===== src/rtl/bus_pkg.sv =====
// Shared types and default constants for the round-robin bus arbiter.
// Optional contention statistics are enabled with the BUS_RR_STATS_EN macro.
package bus_pkg;

    typedef enum logic {
        IDLE  = 1'b0,
        OWNED = 1'b1
    } bus_state_e;

    localparam int DEF_WIDTH = 32;
    localparam int DEF_NSRC  = 24;
    localparam int CNT_W     = 16;

endpackage


===== src/rtl/rr_pick.sv =====
// Combinational rotating-priority picker: the first requester after last_idx
// (wrapping NSRC-1 -> 0) wins, so the previous winner has the lowest priority.
module rr_pick
    import bus_pkg::*;
#(
    parameter int NSRC  = DEF_NSRC,
    parameter int IDX_W = $clog2(NSRC)
) (
    input  logic [NSRC-1:0]  req,
    input  logic [IDX_W-1:0] last_idx,
    output logic             any,
    output logic [IDX_W-1:0] win_idx
);

    // One extra bit so last_idx + offset cannot overflow before the wrap.
    logic [IDX_W:0] sum;

    // Scan from farthest to nearest so the nearest requester is written last.
    always_comb begin
        any     = 1'b0;
        win_idx = '0;
        sum     = '0;
        for (int k = NSRC; k >= 1; k--) begin
            sum = {1'b0, last_idx} + (IDX_W + 1)'(k);
            if (sum >= (IDX_W + 1)'(NSRC)) begin
                sum = sum - (IDX_W + 1)'(NSRC);
            end
            if (req[sum[IDX_W-1:0]]) begin
                any     = 1'b1;
                win_idx = sum[IDX_W-1:0];
            end
        end
    end

endmodule


===== src/rtl/bus_rr_arbiter.sv =====
// Registered round-robin shared bus with ownership lock and registered grant.
// Define BUS_RR_STATS_EN to build the saturating contention counter.
module bus_rr_arbiter
    import bus_pkg::*;
#(
    parameter int WIDTH = DEF_WIDTH,
    parameter int NSRC  = DEF_NSRC,
    parameter int IDX_W = $clog2(NSRC)
) (
    input  logic                  clk,
    input  logic                  clr_n,
    input  logic [NSRC-1:0]       req,
    input  logic [NSRC*WIDTH-1:0] src_data,
    input  logic                  lock,
    output logic [NSRC-1:0]       grant,
    output logic [IDX_W-1:0]      grant_idx,
    output logic                  bus_valid,
    output logic [WIDTH-1:0]      bus_data,
    output logic [CNT_W-1:0]      contention_cnt,
    output bus_state_e            state_o
);

    // Handshake: bus_valid=1 means bus_data holds the word of the source flagged
    // in grant/grant_idx, sampled at the most recent edge; no ready, no stall.

    bus_state_e       state_q, state_d;
    logic [IDX_W-1:0] last_idx_q, last_idx_d;
    logic [IDX_W-1:0] grant_idx_q, grant_idx_d;
    logic [NSRC-1:0]  grant_q, grant_d;
    logic             valid_q, valid_d;
    logic [WIDTH-1:0] data_q, data_d;

    logic [WIDTH-1:0] src_words [NSRC];
    logic             pick_any;
    logic [IDX_W-1:0] pick_idx;
    logic             hold;
    logic [IDX_W-1:0] sel_idx;

    for (genvar i = 0; i < NSRC; i++) begin : g_words
        assign src_words[i] = src_data[i*WIDTH +: WIDTH];
    end

    rr_pick #(.NSRC(NSRC), .IDX_W(IDX_W)) u_pick (
        .req      (req),
        .last_idx (last_idx_q),
        .any      (pick_any),
        .win_idx  (pick_idx)
    );

    // A locked owner keeps the bus only while it keeps requesting.
    assign hold    = (state_q == OWNED) && lock && req[grant_idx_q];
    assign sel_idx = hold ? grant_idx_q : pick_idx;

    always_comb begin
        state_d     = IDLE;
        last_idx_d  = last_idx_q;
        grant_idx_d = grant_idx_q;
        grant_d     = '0;
        valid_d     = 1'b0;
        data_d      = data_q;
        if (hold || pick_any) begin
            state_d          = OWNED;
            grant_idx_d      = sel_idx;
            grant_d[sel_idx] = 1'b1;
            valid_d          = 1'b1;
            data_d           = src_words[sel_idx];
            if (!hold) begin
                last_idx_d = pick_idx;
            end
        end
    end

    always_ff @(posedge clk or negedge clr_n) begin
        if (!clr_n) begin
            state_q     <= IDLE;
            last_idx_q  <= IDX_W'(NSRC - 1);
            grant_idx_q <= '0;
            grant_q     <= '0;
            valid_q     <= 1'b0;
            data_q      <= '0;
        end else begin
            state_q     <= state_d;
            last_idx_q  <= last_idx_d;
            grant_idx_q <= grant_idx_d;
            grant_q     <= grant_d;
            valid_q     <= valid_d;
            data_q      <= data_d;
        end
    end

    assign grant     = grant_q;
    assign grant_idx = grant_idx_q;
    assign bus_valid = valid_q;
    assign bus_data  = data_q;
    assign state_o   = state_q;

`ifdef BUS_RR_STATS_EN
    logic [CNT_W-1:0] cnt_q;
    logic             multi_req;

    // Two or more set bits: clearing the lowest set bit leaves something.
    assign multi_req = |(req & (req - NSRC'(1)));

    always_ff @(posedge clk or negedge clr_n) begin
        if (!clr_n) begin
            cnt_q <= '0;
        end else if (!hold && pick_any && multi_req && (cnt_q != '1)) begin
            cnt_q <= cnt_q + CNT_W'(1);
        end
    end

    assign contention_cnt = cnt_q;
`else
    assign contention_cnt = '0;
`endif

endmodule


===== config.mk =====
export PLATFORM = sky130hd
export DESIGN_NAME = bus_rr_arbiter
export DESIGN_NICKNAME = d
export VERILOG_FILES = /design/src/rtl/bus_pkg.sv /design/src/rtl/rr_pick.sv /design/src/rtl/bus_rr_arbiter.sv
export SDC_FILE = /design/constraint.sdc
export NUM_CORES = 1
export LEC_CHECK = 0
export CORE_AREA = 3 3 342 344
export CTS_CLUSTER_SIZE = 14
export DETAILED_ROUTE_END_ITERATION = 10
export DIE_AREA = 0 0 345 347
export MAX_ROUTING_LAYER = met4
export PLACE_DENSITY = 0.36
export SLEW_MARGIN = 20
export SYNTH_ARGS = -nofsm -noshare
export SYNTH_HDL_FRONTEND = slang
export SYNTH_HIERARCHICAL = 1
export SYNTH_SLANG_ARGS = --single-unit

===== constraint.sdc =====
create_clock -name clk -period 14.7 [get_ports clk]
set_input_delay 1.47 -clock clk [delete_from_list [all_inputs] [get_ports clk]]
set_output_delay 1.47 -clock clk [all_outputs]
set_load 0.05 [all_outputs]

==> results of run 1 <==
## how the worst max path moves through the flow
stage,start,end,slack [ns]
after global placement,last_idx_q[2],bus_data[6],5.72
after CTS,last_idx_q[2],bus_data[19],6.22
final,last_idx_q[2],bus_data[8],6.03
after global routing,last_idx_q[1],bus_data[19],5.61
after detailed placement,last_idx_q[0],bus_data[19],6.25
after floorplan,last_idx_q[3],bus_data[1],8.49
## area by class of cell
class | instances | area, um2
diodes | 72 | 180.2
clock buffers | 9 | 225.2
clock inverters | 7 | 106.4
fillers | 12910 | 88740
inverters | 31 | 116.4
multi-input cells | 1710 | 12290
flip-flops and latches | 67 | 1682
well taps | 1512 | 1892
repair buffers | 901 | 8956
## per-stage QoR
| stage | setup WS, ns | utilization |
|---|---|---|
| after global placement | 5.717 | 0.2182 |
| after CTS | 6.221 | 0.2213 |
| after floorplan | 8.488 | - |
| after global routing | 5.608 | 0.2226 |
| after detailed placement | 6.246 | 0.2184 |
| final | 6.033 | 0.2229 |
## state kept, by name (all words and copies together) (netlist names)
| name | cells |
|---|---|
| grant_idx | 5 |
| grant | 24 |
| bus_valid | 1 |
| bus_data | 32 |
| last_idx_q | 5 |
## cells in the final DEF (no fill, tap or decap), types with 8 or more instances in the layout
master,Yosys,layout
clkdlybuf4s50_1,0,856
nand2_1,290,286
mux2i_1,281,278
a21oi_1,173,173
nor2_1,145,144
o22ai_1,115,115
diode_2,0,72
o21ai_0,64,64
dfrtp_1,63,63
nor4_1,57,51
mux4_2,42,42
buf_4,27,41
nor3_1,33,33
nand3_1,32,32
mux2_2,31,31
inv_1,27,26
ha_1,25,24
a31oi_1,23,23
xnor2_1,22,22
nor2b_1,19,19
conb_1,1,16
or3_1,16,16
o211ai_1,14,14
o32ai_1,14,13
nand2b_1,15,12
a311oi_1,12,12
a211oi_1,12,12
o21a_1,12,12
and3_1,11,11
a21o_1,11,11
a2111oi_0,12,11
a2111oi_2,10,10
a21boi_0,10,10
clkbuf_16,0,9
nand3b_1,9,9
nor4_2,2,8
## cell families (layout without fill, tap and decap cells)
group / Yosys count / in the layout / synth area share
fa+ha+maj: 25 / 25 / 0.02085
compound gates: 590 / 590 / 0.2681
flops: 67 / 67 / 0.1121
buf+inv: 207 / 948 / 0.07991
other cells: 1 / 88 / 0.0002500
simple gates: 692 / 692 / 0.2197
mux: 358 / 358 / 0.2795
xor+xnor: 29 / 29 / 0.01960
## routing by layer
layer	part of all wire	vias to the layer above	GRT usage	wire [um]
met4	0.040	0	0.09586	6579
li1	-	9080	-	-
met5	0	-	-	0
met2	0.48	1134	0.4446	79290
met1	0.40	10310	0.3143	65710
met3	0.079	224	0.06912	13050
## worst register-to-register path, cell delays in order (launching register included)
cell	delay [ns]
dfstp_2	0.51
buf_4	0.37
inv_2	0.40
ha_1	0.35
a21oi_1	0.69
xnor2_1	0.45
mux2i_1	0.26
a21oi_1	0.10
o311ai_1	0.96
nand2_1	0.25
o31a_1	0.17
o21ai_0	0.18
a21oi_1	0.15
o21ai_1	0.33
inv_1	0.20
mux2i_4	0.75
buf_12	0.56
mux2i_1	0.98
o22ai_1	0.21
nor4_1	0.39
buf_4	0.22
a21oi_1	0.08
==> run_results.csv, run 1 <==
group,metric,value,unit
clock_tree,clockRootBuffer,"clkbuf_16",
clock_tree,cts_resized,0,
clock_tree,cts_tree,"done",
min_path,hold_class,"reg -> reg",
sta,slew_headroom,0.2172,
worst_setup_path,crit_path_end_kind,"flop",
route,wirelength,164600,um
sta,fmax,115.4,MHz
sta,hold_ws,0.5386,ns
grt,grt_max_degree,111,
place,gp_congestion,1.051,
synthesis,synth_common_cells,"nand2_1 (290), mux2i_1 (281), a21oi_1 (173), nor2_1 (145), o22ai_1 (115)",
route,ant_nets,0,
finish,drive_above_1_share,0.08807,
synthesis,async_flop_share,1.000,
die,io_pins,874,
worst_setup_path,critPathTopFamily,"compound AO/OA/AOI/OAI gates",
route,drt_iter0_drc,2454,
die,die-area,119700,um2
synthesis,synth_edf_count,0,
clock_tree,htreeDepth,3,
outcome,status,"complete, no violations",
synthesis,ys_seq_area_frac,0.1121,
worst_setup_path,cp.depth,21,
worst_setup_path,path_cells,"buf_4, inv_2, ha_1, a21oi_1, xnor2_1, mux2i_1, a21oi_1, o311ai_1, nand2_1, o31a_1, o21ai_0, a21oi_1, o21ai_1, inv_1, mux2i_4, buf_12, mux2i_1, o22ai_1, nor4_1, buf_4, a21oi_1",
finish,layout.nets,3540,
grt,grt_first_pass_wirelength,207500,um
sta,hold_viol,0,
die,coreArea,114200,um2
sta,period_minus_slack,8.667,ns
worst_setup_path,cp_slowest_cell,"o311ai_1",
worst_setup_path,r2r_start,"last_idx_q[2]",
place,place_area,24940,um2
route,drcViolationCount,0,
clock_tree,clk_pin_slew,0.08,ns
clock_tree,postCtsSetupBuffers,0,
synthesis,syn_area,15000,um2
synthesis,netlist_instances,1969,
route,first_pass_iters,6,
die,die-width,345,um
clock_tree,clock-sinks,67,
die,die_h,347,um
place,hpwl,141400,um
sta,tightestPinTransition,1.156,ns
min_path,whs_path_depth,2,
synthesis,syn_area_per_cell,7.618,um2
clock_tree,clockBufferDepth,2,
worst_setup_path,crit_path_max_incr_delay,0.96,ns
grt,overflow,0,
synthesis,ys_types,120,
worst_setup_path,r2r_cells,21,
finish,final_cells,4309,
synthesis,yosys_warnings,6,
worst_setup_path,critPathKind,"reg -> reg",
worst_setup_path,crit_fanout,95,
sta,slew_violations,0,
worst_setup_path,r2r_end,"bus_data[8]",
sta,setup_viol,0,
worst_setup_path,critPathBufInv,5,
synthesis,yosys.area.top_type,"mux2i_1",
synthesis,synth_top_area_share,0.1875,
sta,finClkSkew,0.01310,ns
grt,grt_pass1_vias,19970,
route,vias,20750,
worst_setup_path,cp.required,14.96,ns
die,rows,124,
die,start_util,0.1314,
place,port_buffers,857,
worst_setup_path,startpoint_type,"flop",
clock_tree,cts_buffers,9,
worst_setup_path,cp_common_cell,"a21oi_1",
worst_setup_path,critPathArrivalTime,8.92,ns
place,dp_cells,4221,
route,vias_per_cell,4.815,
route,routedWlPerCell,38.21,um
sta,tns,0,ns
grt,grt_use_total,0.2687,
sta,rsz0062_at_grt,"no",
worst_setup_path,regToRegSetupSlack,6.03,ns
synthesis,synth.area.top_cells,"mux2i_1 (19%), dfrtp_1 (11%), nand2_1 (7.3%), mux4_2 (6.3%), a21oi_1 (5.8%)",
grt,antenna_found_initial,148,
finish,design_area,25450,um2
synthesis,synth_flop_cell,"dfrtp_1",
run,cap_violations,0,
clock_tree,hold_buffers,0,
sta,finalCritPeriodShare,0.5896,
min_path,whs_endpoint,"bus_data[25]",
finish,area_delta_synth_final,69.67,%
synthesis,synth-seq-cells,67,
min_path,hp-start,"bus_data[25]",
clock_tree,clock_latency,0.38,ns
synthesis,synth.most_common_cell,"nand2_1",
Power of run 1 is left out: the tool's default activity adds up to more than one toggle a clock period on the data nets, which glitch-free logic cannot reach.
==> inputs of run 2 (changes only) <==
Settings changed: CORE_AREA 3 3 342 344 to 3 3 344 346, DIE_AREA 0 0 345 347 to 0 0 347 349.
Clock period 14.7 ns to 9 ns, I/O delays scaled along.
==> run 2 against run 1 <==
Net effect:
- non-clock buffer count rose by 118
- sequential cell count did not move
- highest routed layer unchanged
- routed wire length rose by 2.1%
- design area rose by 3.9%
- largest cell class unchanged
- first-iteration DRC count fell by 4.5%
- global-route usage rose by 0.20 points
- final cell count rose by 2.8%
- core utilization rose by 0.57 points
- die area rose by 1.2%
- maximum frequency rose by 10%
- via count rose by 4.0%
- register-to-register slack got worse by 4.9 ns
==> run_results.csv, run 2 (synthesis results as in run 1) <==
group,metric,value,unit
worst_setup_path,r2r_cells,20,
worst_setup_path,crit_path_end_kind,"flop",
route,drt_iter0_drc,2344,
place,port_buffers,857,
clock_tree,postCtsSetupBuffers,0,
finish,largest_register_ffs,32,
clock_tree,cts_resized,0,
finish,final_cells,4430,
finish,layout_common_cells,"clkdlybuf4s50_1 (856), nand2_1 (286), mux2i_1 (278)",
finish,layout.nets,3658,
die,io_pins,874,
clock_tree,cts_buffers,9,
finish,regArea,1682,um2
route,wirelength,168200,um
finish,multi_input_area,12260,um2
die,rows,125,
grt,grt_pass1_vias,20710,
grt,grt_use_total,0.2707,
sta,tns,0,ns
sta,finClkSkew,0.01605,ns
worst_setup_path,r2r_start,"last_idx_q[1]",
clock_tree,cts_tree,"done",
worst_setup_path,critPathKind,"reg -> reg",
clock_tree,htreeDepth,3,
sta,fmax,127.1,MHz
finish,fin_util,0.2286,
clock_tree,clockBufferDepth,2,
die,die-width,347,um
sta,slew_headroom,0.2375,
route,vias_per_cell,4.872,
finish,drive_above_1_share,0.1242,
worst_setup_path,startpoint_type,"flop",
sta,hold_viol,0,
grt,overflow,0,
die,die_h,349,um
grt,antenna_found_initial,148,
route,first_pass_iters,6,
finish,area_delta_synth_final,76.37,%
route,vias,21580,
place,dp_cells,4351,
place,hpwl,146600,um
clock_tree,clock-sinks,67,
worst_setup_path,crit_fanout,19,
sta,setup_viol,0,
worst_setup_path,cp.required,9.25,ns
min_path,hold_class,"in -> async",
grt,grt_max_degree,63,
route,drcViolationCount,0,
grt,grt_first_pass_wirelength,210700,um
clock_tree,clk_pin_slew,0.08,ns
sta,tightestPinTransition,1.136,ns
finish,nFillCells,12930,
worst_setup_path,r2r_end,"bus_data[6]",
worst_setup_path,regToRegSetupSlack,1.13,ns
sta,slew_violations,0,
clock_tree,clock_latency,0.39,ns
outcome,status,"complete, no violations",
route,routedWlPerCell,37.96,um
die,die-area,121100,um2
sta,rsz0062_at_grt,"no",
clock_tree,clockRootBuffer,"clkbuf_16",
sta,period_minus_slack,7.869,ns
clock_tree,hold_buffers,0,
sta,finalCritPeriodShare,0.8743,
finish,layout_commonest_cell,"clkdlybuf4s50_1",
die,coreArea,115700,um2
place,gp_congestion,1.032,
worst_setup_path,critPathArrivalTime,8.11,ns
die,start_util,0.1296,
run,cap_violations,0,
route,ant_nets,0,
-- run 2: cell type report --
cell class	count	area share
diodes	63	0.005959
clock buffers	10	0.009033
clock inverters	6	0.003358
inverters	31	0.004398
multi-input cells	1710	0.4635
flip-flops and latches	67	0.06356
well taps	1524	0.07207
repair buffers	1019	0.3782
-- run 2: stage by stage --
step | worst slack (ns) | hold slack (ns) | instance area [um2]
finish | 1.131 | 0.4125 | 26460
global route | 0.9532 | 0.4015 | 26420
CTS | 1.131 | 0.3938 | 26300
detailed placement | 1.155 | 0.5204 | 25970
global placement | 1.156 | 0.5080 | 25970
floorplan | 2.788 | 0.4975 | 15060
-- run 2: metal layers --
metal / vias to the layer above / global-route usage / wire length (um)
met4: 0 / 0.08985 / 6888
met5: - / - / 0
met2: 1291 / 0.4482 / 80010
met3: 289 / 0.06394 / 13300
li1: 9280 / - / -
met1: 10720 / 0.3228 / 67950
-- run 2: worst max path at each step --
stage | from | to | slack [ns] | depth (start not counted)
6_report | last_idx_q[1] | bus_data[6] | 1.13 | 20
5_1_grt | last_idx_q[1] | bus_data[6] | 0.95 | 20
4_1_cts | last_idx_q[1] | bus_data[6] | 1.13 | 21
3_5_place_dp | last_idx_q[1] | bus_data[6] | 1.15 | 21
3_3_place_gp | last_idx_q[1] | bus_data[6] | 1.16 | 21
2_1_floorplan | last_idx_q[3] | bus_data[1] | 2.79 | 28
-- run 2: worst max-delay path: stages, from the launching register on --
cell      delay [ns]
dfstp_2         0.55
inv_1           0.25
ha_1            0.97
mux4_2          0.64
mux2i_1         0.51
or3b_1          0.44
nand3_1         0.22
nand2_1         0.21
nor3_1          0.30
o211ai_1        0.20
a2111o_1        0.44
o21ai_1         0.50
a31oi_1         0.19
and4_1          0.32
a21o_1          0.21
buf_4           0.18
nand2_2         0.29
buf_12          0.24
a21oi_1         0.13
nor4_1          0.75
a21oi_1         0.13
Power of run 2 is left out for the same reason.
